===== config.mk =====
export PLATFORM = sky130hd
export DESIGN_NAME = lsu_bus_master
export DESIGN_NICKNAME = d
export VERILOG_FILES = /design/src/rtl/lsu_bus_master.sv
export SDC_FILE = /design/constraint.sdc
export NUM_CORES = 1
export LEC_CHECK = 0
export CAP_MARGIN = 20
export CORE_MARGIN = 2
export CORE_UTILIZATION = 44
export CTS_BUF_LIST = sky130_fd_sc_hd__clkbuf_4
export CTS_CLUSTER_DIAMETER = 60
export DETAILED_ROUTE_END_ITERATION = 10
export GPL_TIMING_DRIVEN = 0
export PLACE_DENSITY = 0.82
export SYNTH_ARGS = -nofsm -noshare
export SYNTH_HDL_FRONTEND = slang
export SYNTH_SLANG_ARGS = --single-unit

===== constraint.sdc =====
create_clock -name clk -period 2.2 [get_ports clk]
set_input_delay 0.44 -clock clk [delete_from_list [all_inputs] [get_ports clk]]
set_output_delay 0.44 -clock clk [all_outputs]
set_load 0.1 [all_outputs]

===== src/rtl/lsu_bus_master.sv =====
// Load/store initiator between the MEM stage and a word-organised req/ack data bus.
// Generates lane masks and replicated store data, extends load lanes, and reports faults and timeouts.
module lsu_bus_master #(
    parameter int ADDR_W  = 32,
    parameter int TIMEOUT = 16
) (
    input  logic              clk,
    input  logic              rst,
    input  logic              mem_req,
    input  logic              mem_we,
    input  logic [2:0]        mem_funct3,
    input  logic [ADDR_W-1:0] mem_addr,
    input  logic [31:0]       mem_wdata,
    output logic              stall,
    output logic              done,
    output logic [31:0]       rdata,
    output logic              fault,
    output logic              bus_err,
    output logic              bus_req,
    output logic              bus_we,
    output logic [ADDR_W-1:0] bus_addr,
    output logic [3:0]        bus_be,
    output logic [31:0]       bus_wdata,
    input  logic              bus_ack,
    input  logic [31:0]       bus_rdata
);

    localparam int CNT_W = (TIMEOUT > 1) ? $clog2(TIMEOUT) : 1;
    localparam logic [CNT_W-1:0] CNT_LAST = (TIMEOUT > 0) ? CNT_W'(TIMEOUT - 1) : {CNT_W{1'b0}};

    typedef enum logic [1:0] {
        ST_IDLE = 2'd0,
        ST_BUS  = 2'd1,
        ST_RESP = 2'd2
    } state_e;

    function automatic logic access_legal(input logic we, input logic [2:0] f3, input logic [1:0] a);
        logic ok;
        case (f3)
            3'b000:  ok = 1'b1;
            3'b001:  ok = ~a[0];
            3'b010:  ok = (a == 2'b00);
            3'b100:  ok = ~we;
            3'b101:  ok = ~we & ~a[0];
            default: ok = 1'b0;
        endcase
        return ok;
    endfunction

    function automatic logic [3:0] lane_mask(input logic [2:0] f3, input logic [1:0] a);
        logic [3:0] m;
        case (f3[1:0])
            2'b00:   m = 4'b0001 << a;
            2'b01:   m = a[1] ? 4'b1100 : 4'b0011;
            default: m = 4'b1111;
        endcase
        return m;
    endfunction

    function automatic logic [31:0] lane_wdata(input logic [2:0] f3, input logic [31:0] w);
        logic [31:0] d;
        case (f3[1:0])
            2'b00:   d = {4{w[7:0]}};
            2'b01:   d = {2{w[15:0]}};
            default: d = w;
        endcase
        return d;
    endfunction

    function automatic logic [31:0] load_extract(input logic [2:0] f3, input logic [1:0] a,
                                                 input logic [31:0] word);
        logic [7:0]  b;
        logic [15:0] h;
        logic [31:0] r;
        case (a)
            2'b00:   b = word[7:0];
            2'b01:   b = word[15:8];
            2'b10:   b = word[23:16];
            2'b11:   b = word[31:24];
            default: b = 8'h00;
        endcase
        h = a[1] ? word[31:16] : word[15:0];
        case (f3)
            3'b000:  r = {{24{b[7]}}, b};
            3'b100:  r = {24'h000000, b};
            3'b001:  r = {{16{h[15]}}, h};
            3'b101:  r = {16'h0000, h};
            3'b010:  r = word;
            default: r = 32'h0000_0000;
        endcase
        return r;
    endfunction

    state_e              state_q, state_d;
    logic                we_q, we_d;
    logic [2:0]          f3_q, f3_d;
    logic [1:0]          lane_q, lane_d;
    logic [CNT_W-1:0]    cnt_q, cnt_d;
    logic                bus_req_q, bus_req_d;
    logic                bus_we_q, bus_we_d;
    logic [ADDR_W-1:0]   bus_addr_q, bus_addr_d;
    logic [3:0]          bus_be_q, bus_be_d;
    logic [31:0]         bus_wdata_q, bus_wdata_d;
    logic                done_q, done_d;
    logic                fault_q, fault_d;
    logic                bus_err_q, bus_err_d;
    logic [31:0]         rdata_q, rdata_d;
    logic                legal_s;
    logic                timeout_s;

    // Request legality and timeout detection
    always_comb begin
        legal_s   = access_legal(mem_we, mem_funct3, mem_addr[1:0]);
        timeout_s = (TIMEOUT > 0) && (cnt_q == CNT_LAST);
    end

    // State register
    always_ff @(posedge clk) begin
        if (!rst) begin
            state_q <= ST_IDLE;
        end else begin
            state_q <= state_d;
        end
    end

    // Next-state logic; an ack on the timeout cycle still completes normally
    always_comb begin
        state_d = state_q;
        case (state_q)
            ST_IDLE: begin
                if (mem_req) begin
                    state_d = legal_s ? ST_BUS : ST_RESP;
                end else begin
                    state_d = ST_IDLE;
                end
            end
            ST_BUS: begin
                if (bus_ack || timeout_s) begin
                    state_d = ST_RESP;
                end else begin
                    state_d = ST_BUS;
                end
            end
            ST_RESP: state_d = ST_IDLE;
            default: state_d = ST_IDLE;
        endcase
    end

    // Output and datapath next-state; completion flags are single-cycle pulses
    always_comb begin
        we_d        = we_q;
        f3_d        = f3_q;
        lane_d      = lane_q;
        cnt_d       = cnt_q;
        bus_req_d   = bus_req_q;
        bus_we_d    = bus_we_q;
        bus_addr_d  = bus_addr_q;
        bus_be_d    = bus_be_q;
        bus_wdata_d = bus_wdata_q;
        rdata_d     = rdata_q;
        done_d      = 1'b0;
        fault_d     = 1'b0;
        bus_err_d   = 1'b0;
        case (state_q)
            ST_IDLE: begin
                if (mem_req) begin
                    we_d        = mem_we;
                    f3_d        = mem_funct3;
                    lane_d      = mem_addr[1:0];
                    cnt_d       = {CNT_W{1'b0}};
                    bus_we_d    = mem_we;
                    bus_addr_d  = {mem_addr[ADDR_W-1:2], 2'b00};
                    bus_be_d    = lane_mask(mem_funct3, mem_addr[1:0]);
                    bus_wdata_d = mem_we ? lane_wdata(mem_funct3, mem_wdata) : 32'h0000_0000;
                    if (legal_s) begin
                        bus_req_d = 1'b1;
                    end else begin
                        bus_req_d = 1'b0;
                        done_d    = 1'b1;
                        fault_d   = 1'b1;
                        rdata_d   = 32'h0000_0000;
                    end
                end else begin
                    bus_req_d = 1'b0;
                end
            end
            ST_BUS: begin
                cnt_d = cnt_q + CNT_W'(1);
                if (bus_ack) begin
                    bus_req_d = 1'b0;
                    done_d    = 1'b1;
                    rdata_d   = we_q ? 32'h0000_0000 : load_extract(f3_q, lane_q, bus_rdata);
                end else if (timeout_s) begin
                    bus_req_d = 1'b0;
                    done_d    = 1'b1;
                    bus_err_d = 1'b1;
                    rdata_d   = 32'h0000_0000;
                end else begin
                    bus_req_d = 1'b1;
                end
            end
            ST_RESP: begin
                bus_req_d = 1'b0;
            end
            default: begin
                bus_req_d = 1'b0;
            end
        endcase
    end

    // Datapath and output registers
    always_ff @(posedge clk) begin
        if (!rst) begin
            we_q        <= 1'b0;
            f3_q        <= 3'b000;
            lane_q      <= 2'b00;
            cnt_q       <= {CNT_W{1'b0}};
            bus_req_q   <= 1'b0;
            bus_we_q    <= 1'b0;
            bus_addr_q  <= {ADDR_W{1'b0}};
            bus_be_q    <= 4'b0000;
            bus_wdata_q <= 32'h0000_0000;
            done_q      <= 1'b0;
            fault_q     <= 1'b0;
            bus_err_q   <= 1'b0;
            rdata_q     <= 32'h0000_0000;
        end else begin
            we_q        <= we_d;
            f3_q        <= f3_d;
            lane_q      <= lane_d;
            cnt_q       <= cnt_d;
            bus_req_q   <= bus_req_d;
            bus_we_q    <= bus_we_d;
            bus_addr_q  <= bus_addr_d;
            bus_be_q    <= bus_be_d;
            bus_wdata_q <= bus_wdata_d;
            done_q      <= done_d;
            fault_q     <= fault_d;
            bus_err_q   <= bus_err_d;
            rdata_q     <= rdata_d;
        end
    end

    // Pipeline hold: raised on the accept cycle and for every bus cycle
    always_comb begin
        stall = 1'b0;
        if (state_q == ST_BUS) begin
            stall = 1'b1;
        end else if ((state_q == ST_IDLE) && mem_req) begin
            stall = 1'b1;
        end else begin
            stall = 1'b0;
        end
    end

    assign done      = done_q;
    assign fault     = fault_q;
    assign bus_err   = bus_err_q;
    assign rdata     = rdata_q;
    assign bus_req   = bus_req_q;
    assign bus_we    = bus_we_q;
    assign bus_addr  = bus_addr_q;
    assign bus_be    = bus_be_q;
    assign bus_wdata = bus_wdata_q;

endmodule


**After elaboration in Yosys (flattened, before gate mapping)**

Cells that the tools add are included.

- Flip-flop bits (word level): 114
- Input port bits: 104
- Logic and storage cells: 83

- Equal/unequal tests: 17
- Reductions and logical operators: 14
- Add/sub/neg operators: 1
- Shifts and indexed selects: 1
- Bitwise logic cells: 5
- Multiplexer cells: 32

Operators with widths:

| operator | number |
|---|---|
| 32-bit two-way mux | 6 |
| 32-bit one-hot mux with 5 select lines | 1 |
| 32-bit one-hot mux with 2 select lines | 2 |
| 8-bit one-hot mux with 4 select lines | 1 |
| 16-bit two-way mux | 1 |
| 4-bit one-hot mux with 2 select lines | 2 |
| 3-bit equality test (second input constant) | 4 |
| 1-bit two-way mux | 10 |
| 2-bit zero test | 4 |
| 4-bit two-way mux | 2 |
| 2-bit by 1-bit equality test with 1-bit output (second input constant) | 3 |
| 3-bit by 1-bit equality test with 1-bit output (second input constant) | 2 |
| 3-bit by 2-bit equality test with 1-bit output (second input constant) | 2 |
| 3-bit zero test | 2 |
| 2-bit two-way mux | 3 |
| 2-bit AND reduction | 3 |
| 1-bit one-hot mux with 5 select lines | 1 |
| 4-bit by 1-bit adder with 4-bit output (second input constant) | 1 |
| 2-bit equality test (second input constant) | 2 |
| 4-bit equality test (second input constant) | 1 |
| 2-bit != test (second input constant) | 2 |
| 1-bit NOT | 4 |
| 1-bit one-hot mux with 2 select lines | 2 |
| 2-bit one-hot mux with 2 select lines | 1 |
| 8 further kinds | 8 |

**Logic depth before layout (Yosys ltp)**

- Depth in word-level cells: 6
- Gate-level depth with buffers: 7

**Worst setup path after synthesis**

No wires, ideal clock.

- Path type: reg2out
- From: register state_q[0]
- To: output port stall
- Data required time: 1760 ps
- Stages on the path, launching flop included: 4
- Slack: -329 ps
- Data arrival time: 2089 ps
- Path buffers: 0
- Cells stage by stage: dfxtp_1 nor2b_1 nor2_1 inv_1

- Word-level cells in the longest chain between the ends: 4
- Elaborated cells on any way between the ends: 5
- Those cells by class: eq/ne: 1; mux: 2; reduce/logical: 2

Ends and longest elaborated chain:

| element | RTL line | text |
|---|---|---|
| start: declaration | 94 | `state_e state_q, state_d;` |
| start signal: assignment | 122 | `state_q <= state_d;` |
| 2-bit zero test | 249 | `end else if ((state_q == ST_IDLE) && mem_req) begin` |
| 1-bit logical AND | 249 |  |
| 1-bit two-way mux | 249 |  |
| 1-bit two-way mux (*) | 247 | `if (state_q == ST_BUS) begin` |
| end: declaration | 14 | `output logic stall,` |

Mark *: on every way between the ends. The rest lies on a longest branch, timed or not.

**Worst setup path after layout**

- From: register rdata_q[11], in the netlist rdata[11]
- To: output port rdata[11]

RTL lines:

| element | RTL line | text |
|---|---|---|
| start: declaration | 107 | `logic [31:0] rdata_q, rdata_d;` |
| start signal: assignment | 240 | `rdata_q <= rdata_d;` |
| end: declaration | 16 | `output logic [31:0] rdata,` |

No word-level cell between the ends.

==> results.md <==
* Layout Nets at 912
* Average size of a mapped cell at 8.50 sq um
* Initial antenna violation count at 0
* Die width at 111 um
* Synth Area in Simple Gates at 16.5%
* Register share of total power at 45.7%
* Synth cell count leaders: dfxtp_1, nand2_1, a21oi_1
* ANT cells at 0
* WL final at 16500 um
* Arr. time, crit path at 1.71 ns
* Remaining antenna violation count at 0
* Gr ovfl total at 0
* Worst Setup End Kind: primary output
* Placer Congestion at 0.855
* Period utilization at 98.0%
* Setup_tns at 0 ns
* Adder-Cell Fraction of Synth Area at 0.250%
* Register-to-register setup slack at 0.35 ns
* Endpoints failing setup at 0
* Total CTS buffers at 9
* CP Launch Type: flip-flop
* Fillers at 866
* Synth top area share at 44.8%
* Cts hold-fix bufs at 0
* Row Count at 38
* Vias post-DR at 5282
* CP top delay family: buffers and inverters
* Worst VDD drop at 0.480 mV
* Hold path cells at 3
* First DRT Iteration DRCs at 344
* Yosys warns at 0
* Status: finished clean
* 1st-pass router iterations at 5
* Port bufs at 204
* Final Power at 4.77 mW
* Largest fanout on the critical path at 2
* Core ar. at 11000 sq um
* Required @ worst endpoint at 1.76 ns
* DR vias/cell at 5.55
* Synth Area in XOR/XNOR at 0%
* HP Class: in -> reg
* EDFF count, synth at 0
* Root Driver: clkbuf_4
* Final slew viol count at 0
* Maximum clock frequency at 464 MHz
* # IOs at 210
* CP Cell Sequence: dlygate4sd2_1
* Max_cap viols at 0
* DR WL/cell at 17.3 um
* Setup ws final at 0.0450 ns
* Post-synth ARST share at 0%
* Leak at 2.85 nW
* Worst Tran Pin Value at 1.00 ns
* Area Growth Syn to Fin at 44.2%
* Clock Pin Slew Worst Setup and Hold Paths at 0.18 ns
* FF-to-FF End: rdata[24]$_SDFFE_PN0P_
* Logic pwr share at 33.3%
* Die Area at 12300 sq um
* Syn Std Cell Area at 5010 sq um
* Global-route wire length before repair at 26100 um
* Clock Tree Buf Depth at 2
* CTS tree: done
* Skew-Pair Late Insertion Delay at 0.48 ns
* HP Start: mem_we
* Switching Fraction at 40.2%
* Tot GR Track Use at 26.2%
* Synth Area in Compound Gates at 24.2%
* CP Buf/Inv Count at 1
* Reg-to-reg startpoint: lane_q[1]$_SDFFE_PN0P_
* P_sw at 1.92 mW
* Mux contribution to synthesized area at 8.60%
* Setup crit start: rdata[11]$_SDFFE_PN0P_
* Count of clock tree sinks at 112
* Crit Path Class: reg -> out
* Most common cell in the netlist: dfxtp_1
* Reg2Reg Depth at 6
* Hold Violations, Final at 0
* Starting Density at 45.6%
* CTS H-tree lvls at 3
* Placed instance area at 7230 sq um
* Crit path largest cell delay at 0.86 ns
* Synth area leaders: dfxtp_1, a21oi_1, nand2_1
* Placement Setup Slack at -1.04 ns
* Min Tclk post-route at 2.15 ns
* Max stage delay cell, worst path: dlygate4sd2_1
* Design Area, Final at 7220 sq um
* Clock share of power at 21.0%
* Remaining DRCs at 0
* Pin count of the biggest net entering global routing at 21
* Max-slew headroom at 33.6%
* Syn Inst Count at 589
* RSZ-0062 raised after global routing: no
* Vias in the first global route at 5174
* Clk_skew at 0.0114 ns
* Distinct cells, synth at 41
* Hold slack final at 0.274 ns
* Pwr dens at 661 nW/um^2
* Layout cell share with drive strength beyond 1 at 13.7%
* Largest family of logic cells by synthesized area: compound AO/OA/AOI/OAI gates
* Synth area leader: dfxtp_1
* Hold Path End: bus_wdata[1]$_SDFFE_PN0P_
* Seq/Total Area, Yosys at 44.8%
* Hpwl dp at 12700 um
* Chip height at 111 um
* #FFs+latches synth at 112
* Top FF cell, synth: dfxtp_1
* Internal at 2.85 mW
-- timing repair --
item                       in CTS  in global routing
buffers inserted                0                  2
resized for setup             125                115
setup endpoints to repair     104                 88
gates cloned                    0                  0
-- worst register-to-register path, cell delays in order (launching register included) --
cell and delay [ns]:
dfxtp_1 0.36, buf_2 0.22, mux2_2 0.39, a22o_1 0.32
buf_2 0.23, a21oi_1 0.13, o2bb2ai_1 0.09
-- power by group through the flow --
stage          combinational, mW  sequential (mW)  clock, mW
4_1_cts                     1.58             2.18       1.02
5_1_grt                     1.68             2.19       1.10
3_3_place_gp                1.60             2.21          0
2_1_floorplan              0.500             2.82          0
6_report                    1.59             2.18       1.00
3_5_place_dp                1.62             2.22          0
-- state kept, by name, indices dropped and copies added, names as in the netlist, 2 cells and up --
signal,cells
lane_q,2
bus_addr,30
bus_be,4
state_q,2
cnt_q,4
rdata,32
f3_q,3
bus_wdata,32
-- cell families (layout without fill, tap and decap cells) --
family          after synthesis  in the layout
compound gates              191            191
simple gates                186            186
flops                       112            112
buf+inv                      58            280
mux                          40             40
fa+ha+maj                     1              1
other cells                   1              2
-- how the worst max path moves through the flow --
stage                         endpoint  slack, ns  cells past startpoint
after floorplan                  stall       0.03                      3
after global placement           stall      -0.99                      5
after detailed placement         stall      -1.04                      5
after CTS                        stall      -0.02                      5
after global routing      bus_addr[17]     0.0002                      1
final                        rdata[11]       0.05                      1
-- placed cells by master (no fill, tap or decap), types with 2 or more instances in the layout --
| cell type | Yosys | layout |
|---|---|---|
| nand2_1 | 111 | 111 |
| dfxtp_1 | 112 | 110 |
| clkdlybuf4s50_1 | 0 | 100 |
| a21oi_1 | 85 | 85 |
| clkdlybuf4s15_1 | 0 | 55 |
| clkbuf_2 | 0 | 32 |
| o21ai_0 | 29 | 29 |
| clkbuf_1 | 28 | 28 |
| nor2_1 | 25 | 25 |
| a22oi_1 | 24 | 24 |
| mux2_2 | 24 | 24 |
| o2bb2ai_1 | 22 | 22 |
| nand3_1 | 19 | 19 |
| mux2i_1 | 16 | 16 |
| buf_2 | 14 | 14 |
| dlygate4sd2_1 | 0 | 12 |
| nor2b_1 | 11 | 10 |
| a22o_1 | 9 | 9 |
| clkbuf_4 | 0 | 9 |
| inv_1 | 6 | 6 |
| nand2b_1 | 6 | 6 |
| buf_4 | 4 | 6 |
| o22a_1 | 6 | 6 |
| nor3_1 | 5 | 5 |
| a31oi_1 | 4 | 4 |
| buf_6 | 4 | 4 |
| clkdlybuf4s15_2 | 0 | 4 |
| clkinv_4 | 0 | 3 |
| and2_1 | 2 | 2 |
| o22ai_1 | 2 | 2 |
| nor4_1 | 2 | 2 |
| buf_1 | 2 | 2 |
| conb_1 | 1 | 2 |
| inv_8 | 0 | 2 |
| dfxtp_2 | 0 | 2 |
-- layout make-up --
type | instances | area [sq um] | share of cell area [%]
inverter | 6 | 22.5 | 0.312
buffer | 52 | 258 | 3.57
timing repair buffer | 206 | 1890 | 26.2
multi-input combinational | 420 | 2500 | 34.6
tap | 140 | 175 | 2.43
sequential | 112 | 2240 | 31.1
clock buffer | 9 | 67.6 | 0.936
clock inverter | 7 | 62.6 | 0.867
-- metal layers --
metal | track usage (%) | wire length [um] | vias up
met2 | 43.7 | 7680 | 278
met3 | 7.98 | 1650 | 38
li1 | - | - | 2516
met1 | 32.0 | 6760 | 2450
met4 | 9.50 | 422 | 0
met5 | 0 | 0 | -
-- stage by stage --
| stage | instances | util, % |
|---|---|---|
| 2_1_floorplan | 590 | - |
| 3_3_place_gp | 934 | 65.8 |
| 3_5_place_dp | 934 | 65.8 |
| 4_1_cts | 950 | 66.1 |
| 5_1_grt | 952 | 65.7 |
| 6_report | 952 | 65.7 |
Power figures use the tool's default switching activity.
